--- config.mk ---
export PLATFORM = sky130hd
export DESIGN_NAME = npc_lsu
export DESIGN_NICKNAME = d
export VERILOG_FILES = /design/src/rtl/npc_lsu_pkg.sv /design/src/rtl/npc_lsu_align.sv /design/src/rtl/npc_lsu.sv
export SDC_FILE = /design/constraint.sdc
export NUM_CORES = 1
export LEC_CHECK = 0
export ABC_CLOCK_PERIOD_IN_PS = 3600
export CORE_UTILIZATION = 43
export DETAILED_ROUTE_END_ITERATION = 8
export PLACE_DENSITY = 0.86
export SLEW_MARGIN = 20
export SYNTH_ARGS = -nofsm -noshare
export SYNTH_HDL_FRONTEND = slang
export SYNTH_HIERARCHICAL = 1
export SYNTH_SLANG_ARGS = --single-unit
--- constraint.sdc ---
create_clock -name clk -period 3.6 [get_ports clk]
set_input_delay 0.72 -clock clk [delete_from_list [all_inputs] [get_ports clk]]
set_output_delay 0.72 -clock clk [all_outputs]
set_load 0.01 [all_outputs]
--- src/rtl/npc_lsu_pkg.sv ---
// npc load/store unit shared types.
// Access size, error code and FSM state encodings.
package npc_lsu_pkg;

  typedef enum logic [1:0] {
    SZ_B = 2'd0,
    SZ_H = 2'd1,
    SZ_W = 2'd2,
    SZ_D = 2'd3
  } size_e;

  typedef enum logic [1:0] {
    ERR_OK       = 2'd0,
    ERR_MISALIGN = 2'd1,
    ERR_TIMEOUT  = 2'd2
  } err_e;

  typedef enum logic [1:0] {
    S_IDLE  = 2'd0,
    S_MREQ  = 2'd1,
    S_MWAIT = 2'd2,
    S_RESP  = 2'd3
  } state_e;

endpackage

--- src/rtl/npc_lsu_align.sv ---
// npc LSU byte-lane logic: alignment check, store lane
// placement and load extraction with sign/zero extension.
module npc_lsu_align
  import npc_lsu_pkg::*;
#(
  parameter int DATA_W = 32,
  parameter int OFS_W  = $clog2(DATA_W / 8)
) (
  input  size_e              chk_size,
  input  logic [OFS_W-1:0]   chk_ofs,
  output logic               misalign,
  input  size_e              size,
  input  logic [OFS_W-1:0]   ofs,
  input  logic               is_unsigned,
  input  logic [DATA_W-1:0]  wdata,
  input  logic [DATA_W-1:0]  rdata,
  output logic [DATA_W/8-1:0] wmask,
  output logic [DATA_W-1:0]  wdata_sh,
  output logic [DATA_W-1:0]  rdata_ext
);

  localparam int MW = DATA_W / 8;

  logic [7:0]        base;
  logic [DATA_W-1:0] sh;

  // dword is only legal on a 64-bit port
  always_comb begin
    misalign = 1'b0;
    unique case (1'b1)
      (chk_size == SZ_H): misalign = chk_ofs[0];
      (chk_size == SZ_W): misalign = |chk_ofs[1:0];
      (chk_size == SZ_D): misalign = (DATA_W == 32) || (|chk_ofs);
      default:            misalign = 1'b0;
    endcase
  end

  always_comb begin
    base = 8'h01;
    unique case (size)
      SZ_B: base = 8'h01;
      SZ_H: base = 8'h03;
      SZ_W: base = 8'h0f;
      SZ_D: base = 8'hff;
    endcase
  end

  assign wmask    = MW'(base) << ofs;
  assign wdata_sh = wdata << {ofs, 3'b000};
  assign sh       = rdata >> {ofs, 3'b000};

  always_comb begin
    rdata_ext = sh;
    unique case (size)
      SZ_B: rdata_ext = is_unsigned ? DATA_W'(sh[7:0])
                                    : DATA_W'($signed(sh[7:0]));
      SZ_H: rdata_ext = is_unsigned ? DATA_W'(sh[15:0])
                                    : DATA_W'($signed(sh[15:0]));
      SZ_W: rdata_ext = is_unsigned ? DATA_W'(sh[31:0])
                                    : DATA_W'($signed(sh[31:0]));
      SZ_D: rdata_ext = sh;
    endcase
  end

endmodule

--- src/rtl/npc_lsu.sv ---
// npc multi-cycle load/store unit: one request at a time,
// variable-latency memory port with misalign and timeout errors.
module npc_lsu
  import npc_lsu_pkg::*;
#(
  parameter int ADDR_W      = 32,
  parameter int DATA_W      = 32,
  parameter int TIMEOUT_CYC = 256
) (
  input  logic                clk,
  input  logic                reset,
  input  logic                req_valid,
  output logic                req_ready,
  input  logic                req_wen,
  input  logic [1:0]          req_size,
  input  logic                req_unsigned,
  input  logic [ADDR_W-1:0]   req_addr,
  input  logic [DATA_W-1:0]   req_wdata,
  input  logic [4:0]          req_rd,
  output logic                resp_valid,
  input  logic                resp_ready,
  output logic [DATA_W-1:0]   resp_rdata,
  output logic [4:0]          resp_rd,
  output logic [1:0]          resp_err,
  output logic                mem_valid,
  input  logic                mem_ready,
  output logic                mem_wen,
  output logic [ADDR_W-1:0]   mem_addr,
  output logic [DATA_W-1:0]   mem_wdata,
  output logic [DATA_W/8-1:0] mem_wmask,
  input  logic                mem_rvalid,
  input  logic [DATA_W-1:0]   mem_rdata
);

  localparam int MW    = DATA_W / 8;
  localparam int OFS_W = $clog2(MW);
  localparam int TW    = $clog2(TIMEOUT_CYC + 1);

  state_e              state_q, state_d;
  logic                wen_q, uns_q;
  size_e               size_q;
  logic [ADDR_W-1:0]   addr_q;
  logic [DATA_W-1:0]   wdata_q, rdata_q;
  logic [4:0]          rd_q;
  err_e                err_q;
  logic [TW-1:0]       cnt_q;

  logic                accept, misalign, cap, tmo, limit, busy_q, busy_d;
  logic [MW-1:0]       wmask;
  logic [DATA_W-1:0]   wdata_sh, rdata_ext;

  npc_lsu_align #(
    .DATA_W (DATA_W),
    .OFS_W  (OFS_W)
  ) u_align (
    .chk_size    (size_e'(req_size)),
    .chk_ofs     (req_addr[OFS_W-1:0]),
    .misalign    (misalign),
    .size        (size_q),
    .ofs         (addr_q[OFS_W-1:0]),
    .is_unsigned (uns_q),
    .wdata       (wdata_q),
    .rdata       (mem_rdata),
    .wmask       (wmask),
    .wdata_sh    (wdata_sh),
    .rdata_ext   (rdata_ext)
  );

  assign accept = (state_q == S_IDLE) && req_valid;
  assign limit  = cnt_q >= TW'(TIMEOUT_CYC - 1);
  assign busy_q = (state_q == S_MREQ) || (state_q == S_MWAIT);
  assign busy_d = (state_d == S_MREQ) || (state_d == S_MWAIT);

  always_ff @(posedge clk or posedge reset) begin
    if (reset) state_q <= S_IDLE;
    else       state_q <= state_d;
  end

  always_comb begin
    state_d = state_q;
    cap     = 1'b0;
    tmo     = 1'b0;
    unique case (state_q)
      S_IDLE: begin
        if (req_valid) state_d = misalign ? S_RESP : S_MREQ;
      end
      S_MREQ: begin
        if (mem_ready) begin
          if (wen_q) begin
            state_d = S_RESP;
          end else if (mem_rvalid) begin
            state_d = S_RESP;
            cap     = 1'b1;
          end else begin
            state_d = S_MWAIT;
          end
        end else if (limit) begin
          state_d = S_RESP;
          tmo     = 1'b1;
        end
      end
      S_MWAIT: begin
        if (mem_rvalid) begin
          state_d = S_RESP;
          cap     = 1'b1;
        end else if (limit) begin
          state_d = S_RESP;
          tmo     = 1'b1;
        end
      end
      S_RESP: begin
        if (resp_ready) state_d = S_IDLE;
      end
      default: state_d = S_IDLE;
    endcase
  end

  always_ff @(posedge clk or posedge reset) begin
    if (reset) begin
      wen_q   <= 1'b0;
      uns_q   <= 1'b0;
      size_q  <= SZ_B;
      addr_q  <= '0;
      wdata_q <= '0;
      rd_q    <= '0;
      err_q   <= ERR_OK;
      rdata_q <= '0;
      cnt_q   <= '0;
    end else begin
      if (accept) begin
        wen_q   <= req_wen;
        uns_q   <= req_unsigned;
        size_q  <= size_e'(req_size);
        addr_q  <= req_addr;
        wdata_q <= req_wdata;
        rd_q    <= req_rd;
        err_q   <= misalign ? ERR_MISALIGN : ERR_OK;
        rdata_q <= '0;
      end
      if (cap) rdata_q <= rdata_ext;
      if (tmo) err_q   <= ERR_TIMEOUT;
      if (busy_q && busy_d) cnt_q <= cnt_q + 1'b1;
      else                  cnt_q <= '0;
    end
  end

  assign req_ready  = (state_q == S_IDLE);
  assign mem_valid  = (state_q == S_MREQ);
  assign mem_wen    = mem_valid && wen_q;
  assign mem_addr   = mem_valid ? {addr_q[ADDR_W-1:OFS_W], {OFS_W{1'b0}}} : '0;
  assign mem_wdata  = mem_wen ? wdata_sh : '0;
  assign mem_wmask  = mem_wen ? wmask : '0;
  assign resp_valid = (state_q == S_RESP);
  assign resp_rdata = resp_valid ? rdata_q : '0;
  assign resp_rd    = resp_valid ? rd_q : '0;
  assign resp_err   = resp_valid ? err_q : ERR_OK;

endmodule

==> flow_summary.ini, run 1 <==
[clock_network]
htree_num_levels = 4
clk-insertion-delay-late_ps = 410
cts_hold_buf = 0
cts_sinks = 118
cts_resized = 0
cts_setup_buffers = 0
clk_pin_slew_ps = 50
clock_path_buffers = 2
numCtsBuffers = 17
cts_tree = built
clockRootBuffer = clkbuf_16

[worst_hold_path]
min_path_cells = 1
whs_endpoint = err_q[1]
min-delay-start = err_q[1]
hold_class = flip-flop to flip-flop

[yosys]
ys_seq_area_frac = 0.423
synthMuxAreaShare = 0.183
synth_top_family_by_area = simple AND/OR/NAND/NOR gates
synth_ff_type = dfrtp_1
synth_top_area_cell = dfrtp_1
yosysMostFrequentCell = dfrtp_1
yosysWarnings = 6
synth_compound_area_frac = 0.0862
netlist_instances = 736
ys_types = 49
yosys-top-cells-area = dfrtp_1 42%, mux2_2 12%, and2_1 7.0%, mux2i_1 6.3%, nand2_1 4.6%
async_flop_share = 1.00
synthAdderAreaFrac = 0.0108
synth_top_area_frac = 0.423
yosys_register_bits = 118
synth_common_cells = 118 x dfrtp_1, 86 x nand2_1, 78 x and2_1
synth_area_um2 = 6980
synth_edf_count = 0
synth-simple-area-share = 0.248
avgSynthCellArea_um2 = 9.48
yosys.area_share.xor_xnor = 0.00377

[die]
dieArea_um2 = 16700
pin_count = 222
core-area_um2 = 15900
die_y_um = 129
die_x_um = 129
start_util = 0.439
num_rows = 46

[critical_path]
startpoint = addr_q[0]
end_kind = primary output
cp.arrival_ps = 2600
regToRegSetupSlack_ps = 690
critPathRequiredTime_ps = 2880
reg2reg_to = rdata_q[16]
critPathLaunchType = flip-flop
path_class = flip-flop to primary output
critPathMaxFanout = 22
reg2reg_from = addr_q[0]
rr_worst_depth = 8

[power]
powerDensity_nw_per_um2 = 806
vdd_drop_max_mv = 0.392
p_leak_nw = 4.39

[placed_design]
io_buffers = 219
place_congestion = 0.864
post-place-cells = 1126
post_dp_cell_area_um2 = 9320
hpwl_mm = 13.8

[timing]
relSlewSlack = 0.332
fin_crit_sh = 0.923
setup_tns_ps = 0
finClkSkew_ps = 4.55
final-setup-viol-count = 0
fin_hold_ws_ps = 474
hold_viol_final = 0
rsz0062_at_grt = false
maxSlewViolCount = 0
clock.fmax_mhz = 301
worst_pin_slew_ps = 1000
layout_min_cycle_time_ps = 3320

[global_route]
grt_antenna_before_repair = 1
grt-ovfl-total = 0
busiest_layer = met2
grt_use_total = 0.243
grt_max_degree = 85
grt_pass1_vias = 5893
grt_pass1_wl_mm = 31.1
use_met3 = 0.0706
grtUsageMet1 = 0.304
use_met2 = 0.400

[detailed_routing]
vias = 6123
postRouteAntennaNets = 0
via_per_inst = 5.29
routed_wl_mm = 19.9
drt-wirelength-per-cell_um = 17.2
drtPass1Iterations = 5
dr.first_iter.drc_count = 386
drcViolationCount = 0

[cells_and_area]
drive_gt1_frac = 0.147
diodes = 0
seqCellArea_um2 = 2960
area_growth_syn_to_layout_pct = 41.9
final_area_um2 = 9900
layoutNonFillerInstCount = 1157
nFillCells = 1321
layout.nets = 1046
fin_util = 0.623
multi_input_area_um2 = 3720

[run]
max-cap-violations = 0

[outcome]
status = completed
[layout by cell type (no fill, tap or decap), types with 10 or more instances in the layout]
cell             instances
a21oi_1                 21
mux2_2                  73
nor2_1                  36
a211oi_1                22
nand3_1                 48
nor2b_1                 17
and3_1                  38
clkdlybuf4s50_1        219
buf_4                   10
dfrtp_1                116
mux2i_1                 44
nand2_1                 85
clkbuf_16               17
o21ai_0                 23
and2_1                  78
[through the flow]
stage	power, mW	setup slack, ps
4_1_cts	8.01	290
2_1_floorplan	4.91	1370
5_1_grt	8.47	158
6_report	7.98	277
3_3_place_gp	6.17	789
3_5_place_dp	6.28	727
[critical path: stages (launching register included)]
cell	delay [ps]
dfrtp_2	570
nor2_1	680
and2_1	240
and3_1	160
clkdlybuf4s50_1	540
[registers in the layout, summed over array words and instances, names as in the netlist]
| signal | cells |
|---|---|
| uns_q | 1 |
| wdata_q | 32 |
| wen_q | 1 |
| rd_q | 5 |
| size_q | 2 |
| err_q | 2 |
| cnt_q | 9 |
| rdata_q | 32 |
| addr_q | 32 |
| state_q | 2 |
[area by class of cell]
class,instances,area share
tap,216,0.0273
sequential,118,0.299
clock inverter,10,0.0131
clock buffer,21,0.0455
timing repair buffer,232,0.235
multi-input combinational,550,0.376
inverter,10,0.00417
[power breakdown]
part	leakage [nW]	switching, mW	internal (mW)
Clock	0.282	0.591	1.09
Sequential	1.46	0.512	1.91
Combinational	2.64	1.97	1.90
[worst max-delay path by stage]
stage               endpoint  slack, ps  cells past startpoint
2_1_floorplan  mem_wdata[24]       1370                      6
3_3_place_gp    mem_wdata[1]        790                      4
3_5_place_dp    mem_wdata[6]        730                      4
4_1_cts         mem_wdata[6]        290                      4
5_1_grt         mem_wdata[6]        160                      4
6_report        mem_wdata[6]        280                      4
[cells by family after synthesis]
group | count (synthesis)
compound gates | 91
xor+xnor | 3
fa+ha+maj | 6
buf+inv | 69
flops | 118
mux | 118
other cells | 1
simple gates | 330
[routing by layer]
| layer | part of all wire | routed length [um] |
|---|---|---|
| met4 | 0.014 | 284 |
| met2 | 0.49 | 9800 |
| met3 | 0.074 | 1470 |
| met5 | 0.00050 | 10 |
| met1 | 0.42 | 8300 |
Power figures use the tool's default switching activity.
==> run 2: changes to the inputs <==
CAP_MARGIN = 15   (was not set)
==> results of run 2 <==
The final DEF is identical to that of run 1; final timing and power are the same.
==> run 3: changes to the inputs <==
CTS_CLUSTER_DIAMETER = 50   (was not set)
GPL_ROUTABILITY_DRIVEN = 1   (was not set)
==> results of run 3 <==
The final DEF is identical to that of run 1; final timing and power are the same.
==> RTL change (flow settings as in run 1) <==
Put a register stage on the output `resp_err`, cleared by the reset. The value now appears one clock later. The other outputs are not delayed to match.
--- a/src/rtl/npc_lsu.sv
+++ b/src/rtl/npc_lsu.sv
@@ -153,7 +153,13 @@
   assign resp_valid = (state_q == S_RESP);
   assign resp_rdata = resp_valid ? rdata_q : '0;
   assign resp_rd    = resp_valid ? rd_q : '0;
-  assign resp_err   = resp_valid ? err_q : ERR_OK;
+  always_ff @(posedge clk or posedge reset) begin
+    if (reset) begin
+      resp_err <= '0;
+    end else begin
+      resp_err <= resp_valid ? err_q : ERR_OK;
+    end
+  end
 
 endmodule
 
Formal check against the unedited RTL: not equivalent (Yosys sat finds a counterexample within 4 cycles, from zero or initial values and one cycle with reset high).
==> RTL change against run 1 <==
Worst setup slack improved by 110 ps. Routed wire length decreased by 1.2%. Register-to-register slack improved by 60 ps. Hold slack got worse by 2.8 ps. Synthesized cell count decreased by 4.2%. Cell area increased by 0.24%. Core utilization increased by 2.2 points. Area after synthesis decreased by 1.6%. Sequential cell count increased by 2. Global-route usage increased by 0.21 points. Power increased by 2.1%. Largest cell class unchanged. Largest power group unchanged.
==> RTL change: results (changes against run 1) <==
CP max stage delay = 610 ps (-70 ps)
Crit Path Max Fanout = 38 (+73%)
Hold EP = err_q[1]
Max clock buf depth = 2 (unchanged)
clk_lat worst skew = 410 ps (about the same)
number of global-route vias before repair = 5958 (+1.1%)
met3 Usage GRT = 0.0740 (+0.00341)
worst reg2reg path startpoint = cnt_q[0]
max_slew headroom = 0.526 (+0.194)
CP arrival = 2500 ps (-100 ps)
met2 WL post-DR = 9470 um (-3.4%)
synthesis warning total = 6 (unchanged)
drt pass-1 iters = 4 (-1)
area post-placement = 9250 um^2 (-0.75%)
Vias = 5914 (-3.4%)
Slowest-stage cell, CP = dfrtp_2
mux cell area share after synthesis = 0.172 (-0.0102)
Commonest cells post-synth = dfrtp_1 (120), nand2_1 (85), and2_1 (78)
global-route usage over all layers = 0.245 (+0.00206)
Metal-1 WL = 8130 um (-2.1%)
Leakage = 4.44 nW (+1.0%)
Final #Nets = 1021 (-2.4%)
DRT iter0 DRCs = 331 (-14%)
GR Layer Usage met2 = 0.403 (+0.00280)
Port Buffers = 219 (unchanged)
WL final = 19600 um (-1.2%)
VDD IR max = 0.000406 V (+3.5%)
delay-heaviest family, CP = buffers and inverters
maximum number of pins on one net before global-route repair = 71 (-16%)
Fin Clk Skew = 5.57 ps (+1.03 ps)
first-pass GRT wire length = 31100 um (-0.13%)
status = complete, no violations
Synth cell types = 51 (+4.1%)
final RePlAce weighted congestion = 0.881 (+2.0%)
max layer used = met4
layout cell share with drive strength beyond 1 = 0.161 (+0.0147)
met3 routed WL = 1410 um (-4.2%)
Seq/Total Area, Yosys = 0.437 (+0.0141)
fill cell count = 1217 (-7.9%)
flop2flop setup slack = 750 ps (+60 ps)
top area cells in the synthesized netlist = dfrtp_1 (44%), mux2_2 (12%), and2_1 (7.1%), mux2i_1 (5.1%), nand2_1 (4.6%)
HPWL after detailed placement = 13900 um (+1.2%)
Worst Reg-to-Reg Cells = 9 (+1)
Post-Synth XOR/XNOR Area = 0.00765 (+0.00389)
R2R Path End = cnt_q[7]
post-synthesis adder-cell area fraction = 0.0109 (+0.000172)
post-synthesis compound-gate area fraction = 0.0902 (+0.00393)
met1 Use GR = 0.301 (-0.00353)
## RTL change: cell count changes after synthesis, sizes merged, moves of 2 or more
cell / run 1 / this run
nor2: 36 / 30
and3: 38 / 40
xnor2: 1 / 4
nand2: 95 / 93
dfrtp: 118 / 120
nor3b: 2 / 4
buf: 33 / 22
mux2i: 44 / 35
a211oi: 22 / 30
nand4: 5 / 1
o21ai: 33 / 20
or3: 2 / 0
nand3: 48 / 38
clkbuf: 26 / 34
## RTL change: power breakdown
| group | switching [mW] | leakage (nW) | internal, mW |
|---|---|---|---|
| Sequential | 0.512 | 1.49 | 1.94 |
| Clock | 0.612 | 0.322 | 1.30 |
| Combinational | 1.94 | 2.62 | 1.84 |
| Total | 3.06 | 4.44 | 5.08 |
## RTL change: metrics by stage
stage	utilization	instances	total power [mW]	hold WS, ps	worst slack [ps]
floorplan	-	706	4.84	442	1200
global route	0.646	1129	8.65	483	250
detailed placement	0.602	1096	6.22	459	815
finish	0.646	1129	8.15	471	384
global placement	0.602	1096	6.09	453	879
CTS	0.645	1128	8.19	472	348
## RTL change: area by class of cell
cell class,instances,area share
multi-input combinational,519,0.361
timing repair buffer,235,0.237
tap,211,0.0266
sequential,120,0.303
clock inverter,11,0.0193
antenna,1,0.000252
clock buffer,21,0.0484
inverter,11,0.00454
## RTL change: how the worst max path moves through the flow
| stage | start | endpoint | depth (start not counted) |
|---|---|---|---|
| after global placement | state_q[0] | mem_wmask[0] | 4 |
| after detailed placement | addr_q[1] | mem_wdata[5] | 5 |
| after floorplan | cnt_q[0] | cnt_q[0] | 9 |
| after CTS | addr_q[1] | mem_wdata[5] | 5 |
| final | addr_q[1] | mem_wdata[5] | 5 |
| after global routing | addr_q[1] | mem_wdata[6] | 5 |
